## src/rtl/ddr5_phy_pkg.sv

```systemverilog
// Shared DDR5 controller/PHY definitions: CA command codes, MR addresses,
// MRW request payload and sequencer state encoding.
package ddr5_phy_pkg;

    localparam int unsigned MAX_RANK = 8;
    localparam int unsigned CA_W     = 14;

    localparam logic [4:0] CMD_MRW   = 5'b00101;
    localparam logic [4:0] CMD_WR_RD = 5'b01101;

    localparam logic [7:0] MA_MR0  = 8'd0;
    localparam logic [7:0] MA_MR8  = 8'd8;
    localparam logic [7:0] MA_MR50 = 8'd50;

    // Rank field is sized for the widest supported configuration; the
    // sequencer only consumes the low pNUM_RANK bits.
    typedef struct packed {
        logic [MAX_RANK-1:0] rank;
        logic [7:0]          ma;
        logic [7:0]          op;
        logic                cw;
    } mrw_req_t;

    typedef enum logic [1:0] {
        ST_IDLE = 2'd0,
        ST_CMD1 = 2'd1,
        ST_CMD2 = 2'd2,
        ST_GAP  = 2'd3
    } mrw_state_e;

    function automatic logic [CA_W-1:0] mrw_cmd1_ca(input logic [7:0] ma);
        return {1'b0, ma, CMD_MRW};
    endfunction

    function automatic logic [CA_W-1:0] mrw_cmd2_ca(input logic [7:0] op, input logic cw);
        return {3'b000, cw, 2'b00, op};
    endfunction

endpackage

```

## src/rtl/ddr5_mrw_req_fifo.sv

```systemverilog
// Synchronous request FIFO for MRW commands; power-of-two depth so the
// pointers wrap naturally.
module ddr5_mrw_req_fifo
    import ddr5_phy_pkg::*;
#(
    parameter int unsigned pDEPTH = 4
) (
    input  logic     clk_i,
    input  logic     rst_i,
    input  logic     push_i,
    input  mrw_req_t push_data_i,
    input  logic     pop_i,
    output mrw_req_t head_o,
    output logic     full_o,
    output logic     empty_o
);

    localparam int unsigned PTR_W = (pDEPTH > 1) ? $clog2(pDEPTH) : 1;
    localparam int unsigned CNT_W = $clog2(pDEPTH) + 1;

    mrw_req_t           mem [pDEPTH];
    logic [PTR_W-1:0]   wr_ptr;
    logic [PTR_W-1:0]   rd_ptr;
    logic [CNT_W-1:0]   count;
    logic               push_ok;
    logic               pop_ok;

    assign full_o  = (count == CNT_W'(pDEPTH));
    assign empty_o = (count == '0);
    assign push_ok = push_i & ~full_o;
    assign pop_ok  = pop_i & ~empty_o;
    assign head_o  = mem[rd_ptr];

    always_ff @(posedge clk_i) begin : p_mem
        if (push_ok) begin
            mem[wr_ptr] <= push_data_i;
        end
    end

    // Full-check uses the pre-pop count, so a push while full is refused even
    // if the same cycle pops.
    always_ff @(posedge clk_i or negedge rst_i) begin : p_ptr
        if (!rst_i) begin
            wr_ptr <= '0;
            rd_ptr <= '0;
            count  <= '0;
        end else begin
            if (push_ok) begin
                wr_ptr <= wr_ptr + PTR_W'(1);
            end
            if (pop_ok) begin
                rd_ptr <= rd_ptr + PTR_W'(1);
            end
            case ({push_ok, pop_ok})
                2'b10:   count <= count + CNT_W'(1);
                2'b01:   count <= count - CNT_W'(1);
                default: count <= count;
            endcase
        end
    end

endmodule

```

## src/rtl/ddr5_mc_mrw_sequencer.sv

```systemverilog
// Controller-side MRW initiator: queues requests, drives the two-cycle MRW
// encoding on the DFI CA bus with a tMRW gap, and shadows MR0/MR8/MR50.
module ddr5_mc_mrw_sequencer
    import ddr5_phy_pkg::*;
#(
    parameter int unsigned pNUM_RANK = 1,
    parameter int unsigned pQ_DEPTH  = 4,
    parameter int unsigned pTMRW     = 8
) (
    input  logic                 clk_i,
    input  logic                 rst_i,
    input  logic                 enable_i,
    input  logic                 req_valid_i,
    output logic                 req_ready_o,
    input  logic [pNUM_RANK-1:0] req_rank_i,
    input  logic [7:0]           req_ma_i,
    input  logic [7:0]           req_op_i,
    input  logic                 req_cw_i,
    output logic [pNUM_RANK-1:0] dfi_cs_o,
    output logic [CA_W-1:0]      dfi_address_o,
    output logic                 busy_o,
    output logic [7:0]           shadow_mr0_o,
    output logic [7:0]           shadow_mr8_o,
    output logic [7:0]           shadow_mr50_o
);

    mrw_state_e             state_q, state_d;
    logic [7:0]             gap_q, gap_d;
    logic [7:0]             work_ma_q, work_ma_d;
    logic [7:0]             work_op_q, work_op_d;
    logic                   work_cw_q, work_cw_d;
    logic [pNUM_RANK-1:0]   cs_d;
    logic [CA_W-1:0]        ca_d;
    logic                   launch_ok;
    logic                   pop;
    logic                   full;
    logic                   empty;
    mrw_req_t               push_req;
    mrw_req_t               head;

    always_comb begin : p_push_pack
        push_req      = '0;
        push_req.rank = MAX_RANK'(req_rank_i);
        push_req.ma   = req_ma_i;
        push_req.op   = req_op_i;
        push_req.cw   = req_cw_i;
    end

    ddr5_mrw_req_fifo #(
        .pDEPTH (pQ_DEPTH)
    ) u_req_fifo (
        .clk_i       (clk_i),
        .rst_i       (rst_i),
        .push_i      (req_valid_i),
        .push_data_i (push_req),
        .pop_i       (pop),
        .head_o      (head),
        .full_o      (full),
        .empty_o     (empty)
    );

    if (pNUM_RANK < MAX_RANK) begin : g_rank_pad
        logic unused_rank_bits;
        assign unused_rank_bits = ^head.rank[MAX_RANK-1:pNUM_RANK];
    end

    assign req_ready_o = ~full;
    assign busy_o      = (state_q != ST_IDLE) | ~empty;

    // Next state and next CA/CS values; the last GAP cycle (or CMD2 with no
    // gap) may launch the next CMD1 directly so the idle run is exactly tMRW.
    always_comb begin : p_next
        state_d   = state_q;
        gap_d     = gap_q;
        work_ma_d = work_ma_q;
        work_op_d = work_op_q;
        work_cw_d = work_cw_q;
        cs_d      = '1;
        ca_d      = '0;
        launch_ok = 1'b0;
        pop       = 1'b0;

        case (state_q)
            ST_IDLE: launch_ok = 1'b1;
            ST_CMD1: begin
                state_d = ST_CMD2;
                ca_d    = mrw_cmd2_ca(work_op_q, work_cw_q);
            end
            ST_CMD2: begin
                if (pTMRW > 0) begin
                    state_d = ST_GAP;
                    gap_d   = 8'(pTMRW - 1);
                end else begin
                    state_d   = ST_IDLE;
                    launch_ok = 1'b1;
                end
            end
            ST_GAP: begin
                if (gap_q == 8'd0) begin
                    state_d   = ST_IDLE;
                    launch_ok = 1'b1;
                end else begin
                    gap_d = gap_q - 8'd1;
                end
            end
            default: state_d = ST_IDLE;
        endcase

        if (launch_ok && !empty && enable_i) begin
            state_d   = ST_CMD1;
            pop       = 1'b1;
            work_ma_d = head.ma;
            work_op_d = head.op;
            work_cw_d = head.cw;
            cs_d      = ~head.rank[pNUM_RANK-1:0];
            ca_d      = mrw_cmd1_ca(head.ma);
        end
    end

    always_ff @(posedge clk_i or negedge rst_i) begin : p_state
        if (!rst_i) begin
            state_q       <= ST_IDLE;
            gap_q         <= '0;
            work_ma_q     <= '0;
            work_op_q     <= '0;
            work_cw_q     <= 1'b0;
            dfi_cs_o      <= '1;
            dfi_address_o <= '0;
        end else begin
            state_q       <= state_d;
            gap_q         <= gap_d;
            work_ma_q     <= work_ma_d;
            work_op_q     <= work_op_d;
            work_cw_q     <= work_cw_d;
            dfi_cs_o      <= cs_d;
            dfi_address_o <= ca_d;
        end
    end

    // Shadows track what the DRAM has latched, i.e. after CMD2 completes.
    always_ff @(posedge clk_i or negedge rst_i) begin : p_shadow
        if (!rst_i) begin
            shadow_mr0_o  <= '0;
            shadow_mr8_o  <= '0;
            shadow_mr50_o <= '0;
        end else if (state_q == ST_CMD2) begin
            if (work_ma_q == MA_MR0) begin
                shadow_mr0_o <= work_op_q;
            end
            if (work_ma_q == MA_MR8) begin
                shadow_mr8_o <= work_op_q;
            end
            if (work_ma_q == MA_MR50) begin
                shadow_mr50_o <= work_op_q;
            end
        end
    end

endmodule

```

## config.mk

```make
export PLATFORM = sky130hd
export DESIGN_NAME = ddr5_mc_mrw_sequencer
export DESIGN_NICKNAME = d
export VERILOG_FILES = /design/src/rtl/ddr5_phy_pkg.sv /design/src/rtl/ddr5_mrw_req_fifo.sv /design/src/rtl/ddr5_mc_mrw_sequencer.sv
export SDC_FILE = /design/constraint.sdc
export NUM_CORES = 1
export LEC_CHECK = 0
export BUFFER_PORTS_ARGS = -buffer_cell sky130_fd_sc_hd__buf_2
export CAP_MARGIN = 20
export CORE_MARGIN = 5
export CORE_UTILIZATION = 35
export CTS_CLUSTER_DIAMETER = 200
export DETAILED_ROUTE_END_ITERATION = 16
export HOLD_SLACK_MARGIN = 0.05
export SETUP_SLACK_MARGIN = 0.15
export SLEW_MARGIN = 20
export SYNTH_ARGS = -nofsm -noshare
export SYNTH_HDL_FRONTEND = slang
export SYNTH_SLANG_ARGS = --single-unit
```

## constraint.sdc

```tcl
create_clock -name clk_i -period 3.3 [get_ports clk_i]
set_input_delay 0.165 -clock clk_i [delete_from_list [all_inputs] [get_ports clk_i]]
set_output_delay 0.165 -clock clk_i [all_outputs]
set_load 0.02 [all_outputs]
```

* Word-level counts from Yosys, hierarchy flattened *
Memories as Yosys holds them, arrays and structs flattened.
Cells that the tools add are included.

storage, ports and cells
  flip-flop bits (word level) = 73
  bits in latches = 0
  bits in writable memories = 72
  bits in read-only memories = 0
  bits of input ports = 22
  output and inout port bits = 41
  logic and storage cells = 65
  memories = 1

operators by class
  add/subtract/negate cells = 5
  multipliers = 0
  div/mod/pow operators = 0
  order comparisons = 0
  eq/ne operators = 10
  shifts and indexed selects = 0
  multiplexer cells = 14
  bitwise gates (word level) = 6
  reductions and logical operators = 16

memory list
  name            words  bits a word  rd ports  clocked after Yosys merged registers in  wr ports  line                     RTL
  u_req_fifo.mem  4      18           1         0                                        1         ddr5_mrw_req_fifo.sv:21  mrw_req_t mem [pDEPTH];

operators with widths
  cell                                              number
  zero test 8 bit                                   2
  one-hot mux 8 bit (2 select lines)                1
  2-to-1 mux 14 bit                                 1
  2-to-1 mux 11 bit                                 1
  AND reduction 2 bit                               5
  == test 8 x 4 -> 1 bit, second input constant     1
  == test 8 x 6 -> 1 bit, second input constant     1
  2-to-1 mux 8 bit                                  1
  subtractor 8 x 1 -> 8 bit, second input constant  1
  == test 2 bit, second input constant              3
  one-hot mux 2 bit (3 select lines)                1
  one-hot mux 3 bit (2 select lines)                1
  nonzero test 2 bit                                3
  2-to-1 mux 1 bit                                  5
  adder 2 x 1 -> 2 bit, second input constant       2
  == test 2 x 1 -> 1 bit, second input constant     2
  2-to-1 mux 2 bit                                  2
  nonzero test 4 bit                                1
  adder 3 x 1 -> 3 bit, second input constant       1
  == test 3 bit, second input constant              1
  zero test 3 bit                                   1
  != test 3 bit, second input constant              1
  inverter 1 bit                                    3
  subtractor 3 x 1 -> 3 bit, second input constant  1
  other kinds (7)                                   9

* Depth between registers and ports, before layout *
Gate-level depths: netlist of the first run.

  depth after elaboration = 9
  depth in mapped cells = 14
  gate-level depth less buffers = 12

* Hierarchy *
A second synthesis of the first run with hierarchy kept.

second synthesis, totals
  cells, all modules = 368
  area total of the unflattened synthesis = 6870.3 um^2

by module, submodules not included
  module                 instances  cells each  area an instance (um^2)  sequential area each (um^2)
  ddr5_mrw_req_fifo      1          168         4080.2                   3178.0
  ddr5_mc_mrw_sequencer  1          200         2790.2                   1627.8

* Worst setup path before layout of the first run *
OpenSTA, ideal clock, no wires.

  kind = register to register
  from = reg gap_q[0]
  to = reg u_req_fifo.count[2]
  setup time = 0.079 ns
  arrival time = 2.793 ns
  data required time = 3.221 ns
  path slack = 0.428 ns
  stages on the path, launching flop included = 15
  path buffers = 2
  clock period less this slack = 2.872 ns
  cell sequence = dfrtp_1 inv_1 ha_1 nor3b_1 a31oi_4 or2_1 buf_6 clkinv_4 buf_12 ha_1 inv_1 fa_1 xor2_1 nor2_1 xor2_1

on the way
  cells in the longest elaborated chain, start to end = 9
  elaborated cells on any way between the ends = 11
  those cells by class = 2 x eq/ne; 4 x mux; 1 x bitwise; 4 x reduce/logical

ends and longest elaborated chain
  item                                                                             line                          RTL
  start, declared                                                                  ddr5_mc_mrw_sequencer.sv:28   logic [7:0] gap_q, gap_d;
  start signal, assigned                                                           ddr5_mc_mrw_sequencer.sv:131  gap_q <= gap_d;
  zero test 8 bit *                                                                ddr5_mc_mrw_sequencer.sv:99   if (gap_q == 8'd0) begin
  2-to-1 mux 1 bit *                                                               ddr5_mc_mrw_sequencer.sv:99
  one-hot mux 1 bit (2 select lines) *                                             ddr5_mc_mrw_sequencer.sv:83   case (state_q)
  logical AND 1 bit * (2 in a row)                                                 ddr5_mc_mrw_sequencer.sv:109  if (launch_ok && !empty && enable_i) begin
  2-to-1 mux 1 bit *                                                               ddr5_mc_mrw_sequencer.sv:109
  AND 1 bit *                                                                      ddr5_mrw_req_fifo.sv:31       assign pop_ok = pop_i & ~empty_o;
  named net u_req_fifo.pop_ok                                                      ddr5_mrw_req_fifo.sv:26       logic pop_ok;
  == test 2 x 1 -> 1 bit / == test 2 bit (equally long branches)                   ddr5_mrw_req_fifo.sv:54       case ({push_ok, pop_ok})
  one-hot mux 3 bit (2 select lines) / nonzero test 2 bit (equally long branches)  n/a
  end signal, assigned                                                             ddr5_mrw_req_fifo.sv:55       2'b10: count <= count + CNT_W'(1);
  end signal, assigned                                                             ddr5_mrw_req_fifo.sv:56       2'b01: count <= count - CNT_W'(1);
  end signal, assigned                                                             ddr5_mrw_req_fifo.sv:57       default: count <= count;
  end, declared                                                                    ddr5_mrw_req_fifo.sv:24       logic [CNT_W-1:0] count;

The timed path passes the listed nets; every way through them passes the cells marked *.
A chain may end at the register's enable or synchronous reset.

* Worst setup path after layout of the first run *
  from = reg gap_q[0]
  to = reg u_req_fifo.count[2]

on the way
  cells in the longest elaborated chain, start to end = 9
  elaborated cells on any way between the ends = 11
  those cells by class = 2 x eq/ne; 4 x mux; 1 x bitwise; 4 x reduce/logical

ends and longest elaborated chain
  item                                                                             line
  zero test 8 bit *                                                                ddr5_mc_mrw_sequencer.sv:99
  2-to-1 mux 1 bit *                                                               ddr5_mc_mrw_sequencer.sv:99
  one-hot mux 1 bit (2 select lines) *                                             ddr5_mc_mrw_sequencer.sv:83
  logical AND 1 bit * (2 in a row)                                                 ddr5_mc_mrw_sequencer.sv:109
  2-to-1 mux 1 bit *                                                               ddr5_mc_mrw_sequencer.sv:109
  AND 1 bit *                                                                      ddr5_mrw_req_fifo.sv:31
  == test 2 x 1 -> 1 bit / == test 2 bit (equally long branches)                   ddr5_mrw_req_fifo.sv:54
  one-hot mux 3 bit (2 select lines) / nonzero test 2 bit (equally long branches)  n/a

Mark *: on every way between the ends. The rest lies on a longest branch, timed or not.

==> results by group, run 1 <==
Power
  – Peak supply drop: 0.4977 mV
  – Pwr Density: 891.3 nW/um^2
  – Lkg Pwr: 0.003028 uW

Floorplanning
  – Die Y: 138.5 um
  – Die width: 138.5 um
  – # rows: 47
  – Die ar.: 19170 um^2
  – I/O pin count: 63
  – Core Box Area: 16410 um^2
  – Starting Density: 35.21%

Run
  – MaxCap Viol Count: 0

Critical path
  – CP bufs+invs: 4
  – Crit path capture: u_req_fifo.count[2]
  – Crit-path max FO: 13
  – R2R Path Start: gap_q[0]
  – Worst path cell trace: inv_1 > ha_1 > nor3b_1 > buf_4 > a31oi_4 > or2_1 > clkinv_4 > ha_1 > inv_1 > fa_1 > xor2_1 > nor2_1 > xor2_1
  – Worst Path Required: 3.63 ns
  – Crit path from: gap_q[0]
  – Setup crit end kind: flip-flop
  – CP max stage cell: dfrtp_1
  – Register-to-Register Setup Slack: 0.42 ns
  – WP data arrival: 3.21 ns
  – Critical path type: flip-flop to flip-flop
  – Startpoint Class: flip-flop
  – RR Endpoint: u_req_fifo.count[2]
  – Critical Path Stages: 13
  – Largest delay share family, worst path: adder cells
  – Worst reg2reg path depth: 13
  – Critical path's largest stage delay: 0.40 ns

Detailed routing
  – Antenna viol nets, final: 0
  – Routed vias/inst: 4.789
  – Vias: 3199
  – Post-Route WL: 11.31 mm
  – Number of remaining DRC errors: 0
  – TritonRoute pass-1 iters: 4
  – Wirelength per Cell: 16.93 um
  – Initial DRC Count: 217

Clock network
  – Total CTS buffers: 17
  – Post_cts resized: 0
  – CTS tree: done
  – Worst skew pair latency: 0.41 ns
  – Longest Clk Path Bufs: 2
  – CTS sink cnt: 144
  – Clock root cell: clkbuf_16
  – Clock slew seen by the registers of the worst setup and hold paths: 0.06 ns
  – H-tree Lvls: 4

Synthesis
  – Async S/R FF share, synth: 50.00%
  – Mean cell area of the mapped netlist: 16.84 um^2
  – Syn. warnings: 0
  – Gate count of the mapped netlist: 343
  – Mapped cell area: 5777 um^2
  – Netlist cell types: 48
  – #FFs+latches synth: 144
  – Top_reg_cell synth: edfxtp_1
  – Syn nets: 377
  – Number of synthesized flops with an enable pin: 72
  – Sequential-to-total area share from yosys stat: 68.64%

Timing
  – Worst slew pin tran: 0.9817 ns
  – RSZ-0062 raised after global routing: false
  – TNS Setup: 0 ns
  – F_max: 347.7 MHz
  – Final setup fails: 0
  – Final period util: 87.15%
  – Final hold violation count: 0
  – Final Max Tran Viols: 0
  – Worst hold slack: 0.1656 ns
  – Final min period: 2.876 ns
  – Max-slew headroom: 34.55%
  – Clk_skew: 0.005847 ns

Global routing
  – Initial antenna violation count: 0
  – Total Routing Usage GR: 12.31%
  – Largest net degree at the start of global routing: 73
  – Global route overflow: 0
  – Number of global-route vias before repair: 3330
  – Global-route wire length before repair: 18.35 mm

Placed design
  – GPL Wtd Cong: 0.7591
  – Post-DP HPWL: 7.642 mm
  – IO Port Bufs: 61

Finish
  – Area Overhead vs Synth: 23.87%
  – Antenna diodes: 0
  – # fillers: 1448
  – Nets: 469
  – Layout cells sized above 1: 35.71%

Hold path
  – Hold crit path type: primary input to flip-flop

Run status
  – Status: finished, final reports clean
## report_power, final
group          total (uW)  switching, uW  internal [uW]
Sequential           2740            365           2380
Combinational        1580            829            754
Clock                2050            714           1340
Total                6380           1910           4470
## worst register-to-register path, cell delays in order (launching register included)
cell	delay, ns
dfrtp_1	0.40
inv_1	0.12
ha_1	0.20
nor3b_1	0.20
buf_4	0.17
a31oi_4	0.15
or2_1	0.32
clkinv_4	0.15
ha_1	0.20
inv_1	0.06
fa_1	0.37
xor2_1	0.15
nor2_1	0.14
xor2_1	0.17
## registers in the layout, indices dropped and copies added, names as in the netlist
name and flops:
shadow_mr8_o 8, work_ma_q 8, state_q 2, work_op_q 8
dfi_address_o 13, u_req_fifo.rd_ptr 2, u_req_fifo.count 3, shadow_mr0_o 8
work_cw_q 1, shadow_mr50_o 8, u_req_fifo.mem 72, dfi_cs_o 1
u_req_fifo.wr_ptr 2, gap_q 8
## worst min-delay path by stage
| stage | startpoint | end | slack [ns] | cells after the start |
|---|---|---|---|---|
| floorplan | rst_i | dfi_address_o[0] | -0.13 | 0 |
| global placement | req_ma_i[7] | u_req_fifo.mem[2][16] | 0.38 | 1 |
| detailed placement | req_op_i[7] | u_req_fifo.mem[0][8] | 0.38 | 1 |
| CTS | req_valid_i | u_req_fifo.wr_ptr[0] | 0.15 | 3 |
| global route | req_valid_i | u_req_fifo.wr_ptr[0] | 0.20 | 3 |
| finish | req_valid_i | u_req_fifo.wr_ptr[0] | 0.17 | 3 |
## timing repair
| item | in CTS | in global routing |
|---|---|---|
| endpoints found under the hold margin | 143 | 0 |
| hold buffers | 19 | 0 |
| endpoints found under the setup margin | 0 | 0 |
| buffers inserted | 0 | 0 |
## per-stage QoR
stage               setup WS, ns  std cells  area (um^2)  util [%]  total power (uW)
global route              0.2108        668         7156     43.61              6727
finish                    0.4239        668         7156     43.61              6378
CTS                       0.4129        668         7156     43.61              6458
detailed placement        0.4355        617         6322     38.53              4366
global placement          0.5604        617         6322     38.53              4296
floorplan                 0.4281        343         5777         -              3826
## final cells by class
class,instances,area (um^2),share of cell area [%]
clock buffer,17,425.4,5.945
clock inverter,15,217.7,3.042
inverter,15,61.31,0.8568
multi-input combinational,171,1670,23.34
sequential,144,3965,55.41
tap,220,275.3,3.847
timing repair buffer,86,540.5,7.554
## cell usage after synthesis, types with 2 or more instances
| master | instances | area (um^2) |
|---|---|---|
| a31oi_1 | 2 | 12.51 |
| nor3b_1 | 10 | 75.07 |
| edfxtp_1 | 72 | 2162 |
| ha_1 | 11 | 137.6 |
| nor4_1 | 2 | 12.51 |
| xnor2_1 | 4 | 35.03 |
| nand4_1 | 2 | 12.51 |
| buf_2 | 3 | 15.01 |
| clkbuf_1 | 7 | 26.28 |
| dfrtp_1 | 71 | 1777 |
| nand3_1 | 2 | 10.01 |
| o31ai_1 | 2 | 15.01 |
| a31o_2 | 4 | 35.03 |
| mux4_2 | 18 | 405.4 |
| xor2_1 | 3 | 26.28 |
| nand3b_1 | 3 | 22.52 |
| a21oi_1 | 5 | 25.02 |
| nand2_1 | 13 | 48.80 |
| nor3_1 | 6 | 30.03 |
| and3_1 | 7 | 43.79 |
| nor2_1 | 9 | 33.78 |
| mux2_2 | 28 | 315.3 |
| inv_1 | 14 | 52.55 |
| mux2_4 | 6 | 90.09 |
| o21ai_0 | 8 | 40.04 |
| nor2b_1 | 2 | 12.51 |
| a21o_1 | 8 | 60.06 |
## cells by family (layout without fill, tap and decap cells)
kind of cell | after synthesis | after routing | share of synthesized area [%]
DFF | 144 | 144 | 68.64
and+or+nand+nor | 62 | 62 | 6.238
muxes | 52 | 52 | 14.04
AOI/OAI and AO/OA | 37 | 37 | 4.787
buffers and inverters | 28 | 133 | 2.448
adders and majority gates | 12 | 12 | 2.729
xor gates and xnor gates | 7 | 7 | 1.061
other | 1 | 1 | 0.06491
## placed cells by master, fill, tap and decap left out, types with 11 or more instances in the layout
master         netlist  final
edfxtp_1            72     72
dfrtp_1             71     71
buf_2                3     61
mux2_2              28     28
dlygate4sd3_1        0     19
mux4_2              18     18
clkbuf_16            0     17
inv_1               14     14
nand2_1             13     13
ha_1                11     11
## routing by layer
layer / routed length (um) / global-route usage (%) / share of wire, % / vias to the layer above
met3: 503 / 3.764 / 4.4 / 21
met1: 5030 / 16.06 / 44 / 1627
met5: 0 / 0 / 0 / -
met2: 5537 / 19.37 / 49 / 78
met4: 237 / 4.784 / 2.1 / 0
li1: - / - / - / 1473
Note: power is estimated with default switching activity, not from simulation.
==> run 2, diff against run 1 <==
==> constraint.sdc (replaced) <==
create_clock -name clk_i -period 2.8 [get_ports clk_i]
set_input_delay 0.14 -clock clk_i [delete_from_list [all_inputs] [get_ports clk_i]]
set_output_delay 0.14 -clock clk_i [all_outputs]
set_load 0.02 [all_outputs]
==> results by group, run 2 (synthesis gave the netlist of run 1 again) <==
Detailed routing
  – Post-Route WL: 11.44 mm (was 11.31 mm)
  – Antenna viol nets, final: 0 (unchanged)
  – Routed vias/inst: 4.799 (was 4.789)
  – Vias: 3254 (was 3199)
  – Initial DRC Count: 187 (was 217)
  – Wirelength per Cell: 16.87 um (was 16.93 um)
  – Number of remaining DRC errors: 0 (unchanged)
  – TritonRoute pass-1 iters: 4 (unchanged)

Floorplanning
  – Die ar.: 19170 um^2 (unchanged)
  – Die Y: 138.5 um (unchanged)
  – Die width: 138.5 um (unchanged)
  – Starting Density: 35.21% (unchanged)
  – I/O pin count: 63 (unchanged)
  – # rows: 47 (unchanged)
  – Core Box Area: 16410 um^2 (unchanged)

Timing
  – Final Max Tran Viols: 0 (unchanged)
  – RSZ-0062 raised after global routing: false (unchanged)
  – Final setup fails: 0 (unchanged)
  – F_max: 401.4 MHz (was 347.7 MHz)
  – Final min period: 2.491 ns (was 2.876 ns)
  – Final period util: 88.97% (was 87.15%)
  – Worst hold slack: 0.1505 ns (was 0.1656 ns)
  – Max-slew headroom: 57.68% (was 34.55%)
  – Clk_skew: 0.006087 ns (was 0.005847 ns)
  – Final hold violation count: 0 (unchanged)
  – TNS Setup: 0 ns (unchanged)
  – Worst slew pin tran: 0.6348 ns (was 0.9817 ns)

Critical path
  – Crit path from: gap_q[0] (unchanged)
  – Worst Path Required: 3.13 ns (was 3.63 ns)
  – Critical path type: flip-flop to flip-flop (unchanged)
  – WP data arrival: 2.83 ns (was 3.21 ns)
  – Worst path cell trace: inv_2 > ha_4 > nor3b_4 > a31oi_4 > or2_1 > clkinv_4 > ha_4 > inv_1 > fa_1 > xor2_1 > nor2_1 > xor2_1 (was inv_1 > ha_1 > nor3b_1 > buf_4 > a31oi_4 > or2_1 > clkinv_4 > ha_1 > inv_1 > fa_1 > xor2_1 > nor2_1 > xor2_1)
  – CP max stage cell: dfrtp_1 (unchanged)
  – Register-to-Register Setup Slack: 0.31 ns (was 0.42 ns)
  – CP bufs+invs: 3 (was 4)
  – Critical path's largest stage delay: 0.42 ns (was 0.40 ns)
  – Crit-path max FO: 4 (was 13)
  – Startpoint Class: flip-flop (unchanged)
  – R2R Path Start: gap_q[0] (unchanged)
  – Worst reg2reg path depth: 12 (was 13)
  – Setup crit end kind: flip-flop (unchanged)
  – Largest delay share family, worst path: simple AND/OR/NAND/NOR gates (was adder cells)
  – RR Endpoint: u_req_fifo.count[2] (unchanged)

Power
  – Pint: 5150 uW (was 4469 uW)
  – Clock group share of total power: 30.1% (was 32.1%)
  – Comb pwr share: 27.0% (was 24.8%)
  – Lkg Pwr: 0.003055 uW (was 0.003028 uW)
  – Peak supply drop: 0.5656 mV (was 0.4977 mV)
  – NetSw: 2243 uW (was 1908 uW)
  – Flop pwr share: 42.9% (was 43.0%)
  – Pwr Density: 1024 nW/um^2 (was 891.3 nW/um^2)
  – Switching part of the total: 30.33% (was 29.92%)

Finish
  – Area Overhead vs Synth: 24.97% (was 23.87%)
  – Final core occ: 44.00% (was 43.61%)
  – Commonest non-fill, non-tap cell in the layout: edfxtp_1 (unchanged)
  – Max FFs per register: 72 (unchanged)
  – Layout cells sized above 1: 37.77% (was 35.71%)
  – Antenna diodes: 0 (unchanged)
  – Nets: 479 (was 469)
  – Commonest non-fill, non-tap cells in the layout: edfxtp_1 (72), dfrtp_1 (71), buf_2 (61) (unchanged)
  – Top reg by flops: u_req_fifo.mem (unchanged)
  – # fillers: 1476 (was 1448)
  – Largest regs: u_req_fifo.mem (72), dfi_address_o (13) (unchanged)

Clock network
  – Post_cts resized: 0 (unchanged)
  – Clock slew seen by the registers of the worst setup and hold paths: 0.06 ns (about the same)
  – CTS tree: done (unchanged)
  – H-tree Lvls: 4 (unchanged)
  – Worst skew pair latency: 0.41 ns (about the same)
  – CTS sink cnt: 144 (unchanged)
  – Total CTS buffers: 17 (unchanged)
  – Clock root cell: clkbuf_16 (unchanged)
  – Longest Clk Path Bufs: 2 (unchanged)

Hold path
  – Hold path depth: 3 (unchanged)
  – Hold_sp: req_valid_i (unchanged)
  – Hold crit path type: primary input to flip-flop (unchanged)
  – Hold Path Sink: u_req_fifo.wr_ptr[0] (unchanged)

Global routing
  – Number of global-route vias before repair: 3473 (was 3330)
  – Global-route wire length before repair: 18.94 mm (was 18.35 mm)
  – Initial antenna violation count: 0 (unchanged)
  – Global route overflow: 0 (unchanged)
  – Total Routing Usage GR: 12.72% (was 12.31%)
  – Largest net degree at the start of global routing: 27 (was 73)

Run
  – MaxCap Viol Count: 0 (unchanged)

Run status
  – Status: finished, final reports clean (unchanged)

Placed design
  – IO Port Bufs: 61 (unchanged)
  – Post-DP HPWL: 7.777 mm (was 7.642 mm)
  – GPL Wtd Cong: 0.7447 (was 0.7591)
## run 2: worst max path at each step
stage	to	slack, ns	depth (start not counted)
after floorplan	u_req_fifo.count[2]	0.19	12
final	u_req_fifo.count[2]	0.31	12
after global routing	u_req_fifo.count[2]	0.16	12
after global placement	u_req_fifo.count[2]	0.29	12
after CTS	u_req_fifo.count[2]	0.17	12
after detailed placement	u_req_fifo.count[2]	0.19	12
## run 2: tightest hold or removal path, cell delays in order
cell,delay [ns]
buf_2,0.11
and2_1,0.19
xnor2_1,0.08
## run 2: layer usage
metal / part of all wire [%] / vias to the layer above / global-route usage (%) / wire length (um)
met2: 49 / 68 / 20.43 / 5647
met1: 45 / 1665 / 16.24 / 5170
met5: 0 / - / 0 / 0
met4: 1.1 / 0 / 4.056 / 130
li1: - / 1507 / - / -
met3: 4.3 / 14 / 4.489 / 490
## run 2: area by class of cell
type                       instances  area (um^2)  share of cell area [%]
multi-input combinational        171         1707                   23.64
clock inverter                     9        106.4                   1.473
inverter                          15        61.31                  0.8492
sequential                       144         3965                   54.92
tap                              220        275.3                   3.813
timing repair buffer              96        615.6                   8.527
clock buffer                      23        489.2                   6.776
## run 2: what timing repair did
item,4_1_cts,5_1_grt
setup endpoints to repair,0,1
hold buffers,19,0
buffers inserted,0,1
hold endpoints to repair,95,0
## run 2: through the flow
step | std cells | power (uW) | setup slack, ns | cell area [um^2]
after CTS | 677 | 7511 | 0.1676 | 7212
after global routing | 678 | 7828 | 0.1632 | 7219
after floorplan | 343 | 4531 | 0.1947 | 5813
final | 678 | 7393 | 0.3088 | 7219
after global placement | 626 | 5136 | 0.2914 | 6426
after detailed placement | 626 | 5223 | 0.1862 | 6426
## run 2: power by group through the flow
stage | Combinational, uW | Clock (uW) | Sequential [uW]
floorplan | 1300 | 0 | 3230
global placement | 1960 | 0 | 3180
detailed placement | 2010 | 0 | 3210
CTS | 2040 | 2300 | 3170
global route | 2190 | 2400 | 3240
finish | 2000 | 2230 | 3170
==> run 3, diff against run 2 <==
==> constraint.sdc (replaced) <==
create_clock -name clk_i -period 2.6 [get_ports clk_i]
set_input_delay 0.13 -clock clk_i [delete_from_list [all_inputs] [get_ports clk_i]]
set_output_delay 0.13 -clock clk_i [all_outputs]
set_load 0.02 [all_outputs]
==> results by group, run 3 (synthesis gave the netlist of run 1 again) <==
Run status
  – Status: finished, final reports clean (unchanged)

Finish
  – Commonest non-fill, non-tap cell in the layout: edfxtp_1 (unchanged)
  – Multi-input logic area: 1712 um^2 (was 1707 um^2)
  – Top reg by flops: u_req_fifo.mem (unchanged)
  – Largest regs: u_req_fifo.mem (72), dfi_address_o (13) (unchanged)
  – Layout cells sized above 1: 39.18% (was 37.77%)
  – Max FFs per register: 72 (unchanged)
  – Area Overhead vs Synth: 26.29% (was 24.97%)
  – # fillers: 1463 (was 1476)
  – Antenna diodes: 0 (unchanged)
  – Nets: 483 (was 479)
  – Sequential cell area: 3965 um^2 (unchanged)
  – Commonest non-fill, non-tap cells in the layout: edfxtp_1 (72), dfrtp_1 (71), buf_2 (61) (unchanged)

Power
  – Pwr Density: 1108 nW/um^2 (was 1024 nW/um^2)
  – Peak supply drop: 0.6030 mV (was 0.5656 mV)
  – Lkg Pwr: 0.003105 uW (was 0.003055 uW)

Hold path
  – Hold_sp: req_valid_i (unchanged)
  – Hold crit path type: primary input to flip-flop (unchanged)
  – Hold path depth: 3 (unchanged)

Clock network
  – Worst skew pair latency: 0.42 ns (was 0.41 ns)
  – H-tree Lvls: 4 (unchanged)
  – Clock root cell: clkbuf_16 (unchanged)
  – Longest Clk Path Bufs: 2 (unchanged)
  – CTS sink cnt: 144 (unchanged)
  – Clock slew seen by the registers of the worst setup and hold paths: 0.06 ns (about the same)
  – CTS tree: done (unchanged)
  – Total CTS buffers: 17 (unchanged)

Critical path
  – Crit-path max FO: 5 (was 4)
  – Critical Path Stages: 12 (unchanged)
  – Worst path cell trace: inv_2 > ha_4 > nor3b_4 > a31oi_4 > or2_4 > clkinv_4 > ha_4 > inv_1 > fa_2 > xor2_1 > nor2_1 > xor2_1 (was inv_2 > ha_4 > nor3b_4 > a31oi_4 > or2_1 > clkinv_4 > ha_4 > inv_1 > fa_1 > xor2_1 > nor2_1 > xor2_1)
  – WP data arrival: 2.72 ns (was 2.83 ns)
  – R2R Path Start: gap_q[1] (was gap_q[0])
  – Critical path's largest stage delay: 0.43 ns (was 0.42 ns)
  – Largest delay share family, worst path: simple AND/OR/NAND/NOR gates (unchanged)
  – Worst reg2reg path depth: 12 (unchanged)
  – Crit path from: gap_q[1] (was gap_q[0])
  – Setup crit end kind: flip-flop (unchanged)
  – CP max stage cell: dfrtp_1 (unchanged)
  – CP bufs+invs: 3 (unchanged)
  – Worst Path Required: 2.94 ns (was 3.13 ns)
  – Critical path type: flip-flop to flip-flop (unchanged)
  – Startpoint Class: flip-flop (unchanged)

Detailed routing
  – Vias: 3292 (was 3254)
  – Antenna viol nets, final: 0 (unchanged)
  – Post-Route WL: 11.33 mm (was 11.44 mm)
  – Number of remaining DRC errors: 0 (unchanged)
  – TritonRoute pass-1 iters: 5 (was 4)
  – Routed vias/inst: 4.827 (was 4.799)
  – Initial DRC Count: 246 (was 187)
  – Wirelength per Cell: 16.61 um (was 16.87 um)

Timing
  – Final Max Tran Viols: 0 (unchanged)
  – Final hold violation count: 0 (unchanged)
  – Worst slew pin tran: 0.6178 ns (was 0.6348 ns)
  – Max-slew headroom: 58.81% (was 57.68%)
  – Final min period: 2.390 ns (was 2.491 ns)
  – TNS Setup: 0 ns (unchanged)
  – F_max: 418.5 MHz (was 401.4 MHz)
  – RSZ-0062 raised after global routing: true (was false)
  – Final period util: 91.91% (was 88.97%)
  – Final setup fails: 0 (unchanged)
  – Worst hold slack: 0.1365 ns (was 0.1505 ns)
  – Clk_skew: 0.008759 ns (was 0.006087 ns)

Run
  – MaxCap Viol Count: 0 (unchanged)

Floorplanning
  – # rows: 47 (unchanged)
  – Die ar.: 19170 um^2 (unchanged)
  – Die width: 138.5 um (unchanged)
  – I/O pin count: 63 (unchanged)
  – Core Box Area: 16410 um^2 (unchanged)
  – Starting Density: 35.21% (unchanged)
  – Die Y: 138.5 um (unchanged)

Global routing
  – Global route overflow: 0 (unchanged)
  – Number of global-route vias before repair: 3484 (was 3473)
  – Initial antenna violation count: 0 (unchanged)
  – Total Routing Usage GR: 12.44% (was 12.72%)
  – Largest net degree at the start of global routing: 73 (was 27)
  – Global-route wire length before repair: 18.64 mm (was 18.94 mm)

Placed design
  – IO Port Bufs: 61 (unchanged)
  – Post-DP HPWL: 7.535 mm (was 7.777 mm)
  – GPL Wtd Cong: 0.7468 (was 0.7447)
-- run 3: routing by layer --
metal,wire (um),up-vias,global-route usage (%),part of all wire [%]
met5,0,-,0,0
met4,240,0,5.460,2.1
met3,475,21,3.349,4.2
met2,5516,87,20.14,49
met1,5093,1676,15.78,45
li1,-,1508,-,-
-- run 3: tightest hold or removal path, cell delays in order --
cell	delay, ns
buf_2	0.11
and2_1	0.19
xnor2_1	0.08
-- run 3: what timing repair did --
item,4_1_cts,5_1_grt
hold endpoints to repair,144,0
hold buffers,19,0
buffers inserted,1,4
endpoints found under the setup margin,1,1
resized for setup,0,1
pin swaps,0,5
-- run 3: layout make-up --
cell class	instances	area share [%]
Clock buffer	26	7.700
Timing Repair Buffer	100	9.021
Multi-Input combinational cell	171	23.46
Sequential cell	144	54.35
Tap cell	220	3.773
Clock inverter	6	0.8575
Inverter	15	0.8403
-- run 3: through the flow --
stage	util (%)	instances	setup WS (ns)	total power (uW)	instance area, um^2
global placement	39.26	626	0.2576	5533	6441
floorplan	-	343	0.04967	4885	5816
CTS	44.27	678	0.1734	8147	7263
finish	44.47	682	0.2103	8082	7296
global route	44.47	682	0.1132	8544	7296
detailed placement	39.26	626	0.1613	5615	6441
-- run 3: worst paths after layout --
check                                        to  slack, ns
setup / recovery            u_req_fifo.count[2]       0.21
hold / removal             u_req_fifo.wr_ptr[0]       0.14
setup reg to reg            u_req_fifo.count[2]       0.21
hold reg to reg                    work_ma_q[6]       0.49
max in group asynchronous              dfi_cs_o       2.01
min in group asynchronous      dfi_address_o[7]       0.27
-- run 3: report_power, final --
| part | internal, uW | leakage, uW | switching [uW] |
|---|---|---|---|
| logic | 1050 | 0.00120 | 1140 |
| registers | 3020 | 0.00159 | 395 |
| clock network | 1590 | 0.000310 | 889 |
